[src/rtl/count_reader.sv]
// count_reader: initiator side of the counter read-back interface.
// On an accepted start it sweeps idx 0..NUM_CNT-1 with a req/valid handshake per
// index, captures each returned count into a flat bus, then pulses done.
// Optional build macro COUNT_READER_SUM_EN adds a running `total` of the captured counts.
module count_reader #(
    parameter int unsigned NUM_CNT = 5,
    parameter int unsigned CNT_W   = 5,
    parameter int unsigned IDX_W   = 3,
    parameter int unsigned TIMEOUT = 15
) (
    input  logic                     clk,
    input  logic                     reset,
    input  logic                     start,
    input  logic                     idle,
    input  logic                     valid,
    input  logic [CNT_W-1:0]         data,
`ifdef COUNT_READER_SUM_EN
    output logic [CNT_W+2:0]         total,
`endif
    output logic                     req,
    output logic [IDX_W-1:0]         idx,
    output logic [NUM_CNT*CNT_W-1:0] counts,
    output logic                     busy,
    output logic                     done,
    output logic                     err
);

    localparam int unsigned TO_W = $clog2(TIMEOUT + 1);

    typedef enum logic [1:0] {StIdle, StReq, StGap, StFin} state_e;

    state_e                   state_q, state_d;
    logic                     req_q, req_d;
    logic [IDX_W-1:0]         idx_q, idx_d;
    logic [NUM_CNT*CNT_W-1:0] counts_q, counts_d;
    logic                     busy_q, busy_d;
    logic                     done_q, done_d;
    logic                     err_q, err_d;
    logic [TO_W-1:0]          tmo_q, tmo_d;

    logic accept;
    logic abort;
    logic capture;
    logic expired;
    logic last_idx;

    assign accept   = (state_q == StIdle) && start && idle;
    // Abort has priority over a coincident valid, so nothing is captured then.
    assign abort    = (state_q == StReq) && !idle;
    assign capture  = (state_q == StReq) && idle && valid;
    assign expired  = (tmo_q == TO_W'(TIMEOUT - 1));
    assign last_idx = (idx_q == IDX_W'(NUM_CNT - 1));

    // State register.
    always_ff @(posedge clk or negedge reset) begin
        if (!reset) begin
            state_q <= StIdle;
        end else begin
            state_q <= state_d;
        end
    end

    // Next-state decode.
    always_comb begin
        state_d = state_q;
        unique case (state_q)
            StIdle:  if (accept) state_d = StReq;
            StReq: begin
                if (abort)        state_d = StIdle;
                else if (capture) state_d = StGap;
                else if (expired) state_d = StIdle;
            end
            StGap:   state_d = last_idx ? StFin : StReq;
            StFin:   state_d = StIdle;
            default: state_d = StIdle;
        endcase
    end

    // Next values of the registered outputs and the timeout counter.
    always_comb begin
        req_d    = req_q;
        idx_d    = idx_q;
        counts_d = counts_q;
        busy_d   = busy_q;
        done_d   = 1'b0;
        err_d    = err_q;
        tmo_d    = tmo_q;
        unique case (state_q)
            StIdle: begin
                if (accept) begin
                    idx_d  = '0;
                    req_d  = 1'b1;
                    busy_d = 1'b1;
                    err_d  = 1'b0;
                    tmo_d  = '0;
                end
            end
            StReq: begin
                if (abort || (!capture && expired)) begin
                    err_d  = 1'b1;
                    req_d  = 1'b0;
                    busy_d = 1'b0;
                    idx_d  = '0;
                end else if (capture) begin
                    counts_d[int'(idx_q)*CNT_W +: CNT_W] = data;
                    req_d = 1'b0;
                end else begin
                    tmo_d = tmo_q + TO_W'(1);
                end
            end
            StGap: begin
                if (last_idx) begin
                    done_d = 1'b1;
                    busy_d = 1'b0;
                    idx_d  = '0;
                end else begin
                    idx_d = idx_q + IDX_W'(1);
                    tmo_d = '0;
                    req_d = 1'b1;
                end
            end
            StFin:   ;
            default: ;
        endcase
    end

    // Output and datapath registers.
    always_ff @(posedge clk or negedge reset) begin
        if (!reset) begin
            req_q    <= 1'b0;
            idx_q    <= '0;
            counts_q <= '0;
            busy_q   <= 1'b0;
            done_q   <= 1'b0;
            err_q    <= 1'b0;
            tmo_q    <= '0;
        end else begin
            req_q    <= req_d;
            idx_q    <= idx_d;
            counts_q <= counts_d;
            busy_q   <= busy_d;
            done_q   <= done_d;
            err_q    <= err_d;
            tmo_q    <= tmo_d;
        end
    end

`ifdef COUNT_READER_SUM_EN
    logic [CNT_W+2:0] total_q, total_d;

    // Running sum of captured counts; three guard bits keep five full-scale counts exact.
    always_comb begin
        total_d = total_q;
        if (accept) begin
            total_d = '0;
        end else if (capture) begin
            total_d = total_q + {3'b000, data};
        end
    end

    // Sum register.
    always_ff @(posedge clk or negedge reset) begin
        if (!reset) begin
            total_q <= '0;
        end else begin
            total_q <= total_d;
        end
    end

    assign total = total_q;
`endif

    assign req    = req_q;
    assign idx    = idx_q;
    assign counts = counts_q;
    assign busy   = busy_q;
    assign done   = done_q;
    assign err    = err_q;

endmodule
[config.mk]
export PLATFORM = sky130hd
export DESIGN_NAME = count_reader
export DESIGN_NICKNAME = d
export VERILOG_FILES = /design/src/rtl/count_reader.sv
export SDC_FILE = /design/constraint.sdc
export NUM_CORES = 1
export LEC_CHECK = 0
export BUFFER_PORTS_ARGS = -buffer_cell sky130_fd_sc_hd__buf_2
export CAP_MARGIN = 20
export CELL_PAD_IN_SITES_DETAIL_PLACEMENT = 1
export CELL_PAD_IN_SITES_GLOBAL_PLACEMENT = 1
export CORE_MARGIN = 2
export CORE_UTILIZATION = 41
export DETAILED_ROUTE_END_ITERATION = 10
export PLACE_DENSITY_LB_ADDON = 0.1
export SYNTH_ARGS = -nofsm -noshare
export SYNTH_HDL_FRONTEND = slang
export SYNTH_SLANG_ARGS = --single-unit
export TNS_END_PERCENT = 100
[constraint.sdc]
create_clock -name clk -period 3.7 [get_ports clk]
set_clock_uncertainty 0.2 [all_clocks]
set_input_delay 0.555 -clock clk [delete_from_list [all_inputs] [get_ports clk]]
set_output_delay 0.555 -clock clk [all_outputs]
set_load 0.03 [all_outputs]
==> results.ini, run 1 <==
[synthesis]
synthAdderAreaFrac_pct=8.21
synth_top_family_by_area=simple AND/OR/NAND/NOR gates
synth_top_cell_by_area=dfrtp_1
synth_compound_area_share_pct=8.35
synth_area_per_cell_um2=11.1
synthesis.nets=187
ys.flop_type=dfrtp_1
yosysSeqAreaShare_pct=52.0
synth_top_area_share_pct=52.0
yosysWarnings=0
synth_mux_area_share_pct=11.4
synthCells=165
ys_ff_latch=38
synth_simple_gate_area_share_pct=17.2
synth_common_cells=38 x dfrtp_1, 26 x nand2_1, 15 x mux2_2, 15 x o21ai_0, 14 x nand3_1
yosysUniqueCellTypes=33
synth_edf_count=0
synth_area_leaders=dfrtp_1 52%, mux2_2 9.2%, ha_1 8.2%, nand2_1 5.3%, o21ai_0 4.1%
synth_area_um2=1830
yosysMostFrequentCell=dfrtp_1
synth_xor_area_share_pct=0
synth-async-reset-ratio_pct=100

[route]
vias=1383
antenna_left=0
vias_per_cell=5.28
drt_wl_total_mm=4.33
drtIter0Drc=65
routedWlPerCell_um=16.5
drc=0
drt_pre_antenna_iters=4

[sta]
finalCritPeriodShare_pct=76.5
rsz0062_at_grt=no
timing.slew.headroom_pct=42.4
final_max_slew_viol_count=0
hold_viol_final=0
fin_setup_tns_ns=0
finalCriticalPeriod_ns=2.83
fin_ws_ns=0.871
setup_viol=0
tightest_slew_ns=0.864
clock.fmax_ghz=0.353

[clocking]
clk_path_buf_depth=2
htree_levels=2
cts_num_sinks=38
cts_setup_buffers=0
cts-resized-gates=0
cts_tree=done
clock-root-buffer=clkbuf_8
numCtsBuffers=5
clk_pin_slew_ns=0.07
clk_latency_ns=0.28
hold_buffers=0

[global_route]
grt_max_degree=39
grt_antenna_before_repair=0
grt_overflow_total=0
grt_pass1_wl_mm=7.49
grt_use_total_pct=18.8
grt_pass1_vias=1490

[critical_path]
crit_arrival_ns=2.80
cp_max_fo=15
endpoint_kind=register
critical_path_class=register to register
cp.required_ns=3.67
start_kind=register

[pwr]
share_comb_of_total_power_pct=35.9
cellPowerDensity_nw_per_um2=635
sw_frac_of_total_pct=37.2
power_frac_clock_pct=24.5
ir_drop_v=0.000452
seqPwrFrac_pct=39.6
p_leak_nw=1.11
power_switching_w=0.000517
internal_power_w=0.000871

[placed_design]
gp_congestion=0.730
io_buffers=41
place_ws_ns=0.873
dpl.hpwl_mm=3.28

[finish]
drive_gt1_share_pct=33.3
final_net_count=231
syn_to_final_growth_pct=19.4
finalCoreUtilization_pct=50.5
antenna_cells=0

[floorplanning]
io_pins=42
die_w_um=70.8
start_util_pct=42.3
dieHeight_um=70.8
die-area_um2=5010
core_um2=4320
rows=24

[flow_run]
max_cap_viol_count=0

[hold_path]
min_path_type=input pin to async pin

[outcome]
status=complete, no violations

## power by group through the flow
stage / logic [W] / registers, W / clock network, W
5_1_grt: 0.000549 / 0.000563 / 0.000371
4_1_cts: 0.000507 / 0.000549 / 0.000355
3_5_place_dp: 0.000504 / 0.000556 / 0
3_3_place_gp: 0.000480 / 0.000547 / 0
2_1_floorplan: 0.000266 / 0.000641 / 0
6_report: 0.000498 / 0.000549 / 0.000341
## worst paths after layout
path / from / slack (ns) / to / cells past startpoint
min in group clk: counts[15] / 0.28 / counts[15] / 2
worst max-delay path: idx[0] / 0.87 / counts[12] / 7
worst min register to register: counts[15] / 0.28 / counts[15] / 2
worst min-delay path: reset / 0.18 / err / 1
worst max register to register: idx[0] / 0.87 / counts[12] / 7
max in group asynchronous: reset / 2.58 / idx[0] / 1
## sequential cells by signal, summed over array words and instances (netlist names)
register,cells
err,1
req,1
busy,1
state_q,2
idx,3
tmo_q,4
counts,25
done,1
## stage by stage
step                      instance area (um2)  cells  hold slack [ns]  total power (W)
after floorplan                          1830    165           0.0594         0.000907
after global placement                   2070    254            0.257          0.00103
after detailed placement                 2070    254            0.271          0.00106
after CTS                                2180    262            0.200          0.00141
after global routing                     2180    262            0.233          0.00148
final                                    2180    262            0.180          0.00139
## logic make-up after synthesis
kind of cell	count (synthesis)
AND/OR/NAND/NOR	60
flip-flops	38
AO/OA/AOI/OAI	25
multiplexers	19
adder cells (fa/ha/maj)	12
buffers and inverters	11
## worst max-delay path, cell delays in order, from the launching register on
cell and delay (ns):
dfrtp_1 0.67, inv_1 0.13, ha_1 0.23, ha_1 0.29, and4b_2 0.31, o21ai_1 0.12, nor3b_2 0.38, mux2_2 0.39
## layer usage
metal,routed length (um),vias to the layer above,GRT usage [%]
li1,-,666,-
met1,2020,686,25.3
met2,2120,26,31.4
met3,153,5,3.99
met4,37,0,4.40
met5,0,-,0
## final cells by class
type / instances / area [um2]
multi-input combinational: 116 / 827
timing repair buffer: 41 / 205
sequential: 38 / 951
clock buffer: 5 / 68.8
tap: 52 / 65.1
inverter: 7 / 26.3
fill: 503 / 2140
clock inverter: 3 / 40.0
## cell usage in the layout (no fill, tap or decap), types with 2 or more instances in the layout
cell,synthesis,final
nand2b_1,4,4
inv_1,7,7
o311ai_1,2,2
clkbuf_8,0,5
dfrtp_1,38,38
nor2_1,3,3
clkinv_2,0,2
mux2i_1,4,4
nand3_1,14,14
mux2_2,15,15
nor2b_1,2,2
buf_2,1,41
ha_1,12,12
nand4b_1,2,2
nand2_1,26,26
o21ai_0,15,15
No activity file was read; power rests on OpenSTA's default activity.
==> run 2, diff against run 1 <==
Settings changed: CORE_UTILIZATION 41 to 37.
Clock period 3.7 ns to 2.6 ns, I/O delays scaled along.
==> results.ini, run 2 (synthesis results as in run 1) <==
[clocking]
clock-root-buffer=clkbuf_8
htree_levels=2
cts_num_sinks=38
clk_path_buf_depth=2
cts_setup_buffers=0
cts-resized-gates=0
hold_buffers=0
numCtsBuffers=5
clk_latency_ns=0.29
cts_tree=done
clk_pin_slew_ns=0.07

[finish]
final_common_cell=buf_2
layout_common_cells=41 x buf_2, 37 x dfrtp_1, 26 x nand2_1
antenna_cells=0
largest_register_ffs=25
drive_gt1_share_pct=34.4
final_net_count=234
syn_to_final_growth_pct=22.0

[flow_run]
max_cap_viol_count=0

[critical_path]
worstRegToRegCells=7
cpPeakStageDelay_ns=0.40
cp.required_ns=2.58
r2r_slack_ns=0.18
critical_path.slowest_cell=nor3b_2
r2r-start=idx[0]
rr_endpoint=counts[14]
critPathBufInv=1
start_kind=register
endpoint_kind=register
cp_max_fo=5
path_delay_family=simple AND/OR/NAND/NOR gates
crit_chain=inv_1 -> ha_1 -> ha_1 -> and4b_2 -> o21ai_1 -> nor3b_2 -> mux2_2
cp.depth=7
crit_arrival_ns=2.40
crit_top_cell=ha_1
critical_path_class=register to register

[global_route]
met2_usage_pct=27.6
met1_usage_pct=23.9
grt_antenna_before_repair=0
met3_usage_pct=4.74
grt-busiest-layer=met2
grt_max_degree=39
grt_use_total_pct=17.9
grt_pass1_vias=1483
grt_overflow_total=0
grt_pass1_wl_mm=7.30

[pwr]
power_frac_clock_pct=25.6
ir_drop_v=0.000468
seqPwrFrac_pct=37.9
p_leak_nw=1.12
share_comb_of_total_power_pct=36.5
power_switching_w=0.000740
sw_frac_of_total_pct=36.7
cellPowerDensity_nw_per_um2=905
fin_total_pwr_w=0.00202
internal_power_w=0.00128

[placed_design]
gp_congestion=0.696
dpl.hpwl_mm=3.18
io_buffers=41

[floorplanning]
core_um2=4750
die_w_um=74.3
rows=25
start_util_pct=38.4
die-area_um2=5520
dieHeight_um=74.3
io_pins=42

[sta]
setup_viol=0
hold_viol_final=0
tightest_slew_ns=0.861
finalCriticalPeriod_ns=2.42
final_max_slew_viol_count=0
timing.slew.headroom_pct=42.6
finalCritPeriodShare_pct=93.0
whs_ns=0.00300
rsz0062_at_grt=no
clock.fmax_ghz=0.414

[route]
drt_pre_antenna_iters=4
vias=1379
drt_wl_total_mm=4.32
routedWlPerCell_um=15.5
vias_per_cell=4.94
drtIter0Drc=75
antenna_left=0
drc=0

[hold_path]
min_path_type=input pin to async pin

[outcome]
status=complete, no violations

==> run 2: changes by cell type in the layout (fill, tap and decap cells not counted), sizes merged <==
cell / delta
buf: +3
clkbuf: +1
clkinv: -2
==> run 2: cell type report <==
type | count | area (um2)
Clock buffer | 6 | 82.6
Sequential cell | 38 | 952
Multi-Input combinational cell | 116 | 827
Timing Repair Buffer | 44 | 228
Fill cell | 548 | 2520
Tap cell | 67 | 83.8
Inverter | 7 | 26.3
Clock inverter | 1 | 30.0
==> run 2: how the worst max path moves through the flow <==
stage | startpoint | endpoint | slack (ns)
after floorplan | idx[0] | counts[10] | -0.005
after global placement | idx[0] | counts[13] | 0.30
after detailed placement | idx[0] | counts[14] | 0.18
after CTS | idx[0] | counts[14] | 0.17
after global routing | idx[0] | counts[14] | 0.003
final | idx[0] | counts[14] | 0.18
==> run 2: per-layer routing <==
| metal | vias to the layer above | wire length, um | part of all wire [%] |
|---|---|---|---|
| met5 | - | 0 | 0 |
| met4 | 0 | 66 | 1.5 |
| met3 | 7 | 152 | 3.5 |
| met2 | 27 | 2070 | 48 |
| met1 | 682 | 2030 | 47 |
| li1 | 663 | - | - |
==> run 2: per-stage QoR <==
step                      util, %  std cells  setup WS (ns)  instance area [um2]  setup TNS, ns
after floorplan                 -        165       -0.00536                 1840        -0.0268
after global routing         46.9        279        0.00333                 2230              0
after CTS                    46.9        279          0.173                 2230              0
after global placement       44.5        272          0.297                 2120              0
after detailed placement     44.5        272          0.183                 2120              0
final                        46.9        279          0.183                 2230              0
==> run 2: power by group through the flow <==
stage	registers, W	logic (W)	clock network [W]
final	0.000764	0.000736	0.000517
after global routing	0.000782	0.000822	0.000553
after CTS	0.000766	0.000748	0.000531
after detailed placement	0.000776	0.000744	0
after global placement	0.000767	0.000716	0
after floorplan	0.000913	0.000385	0
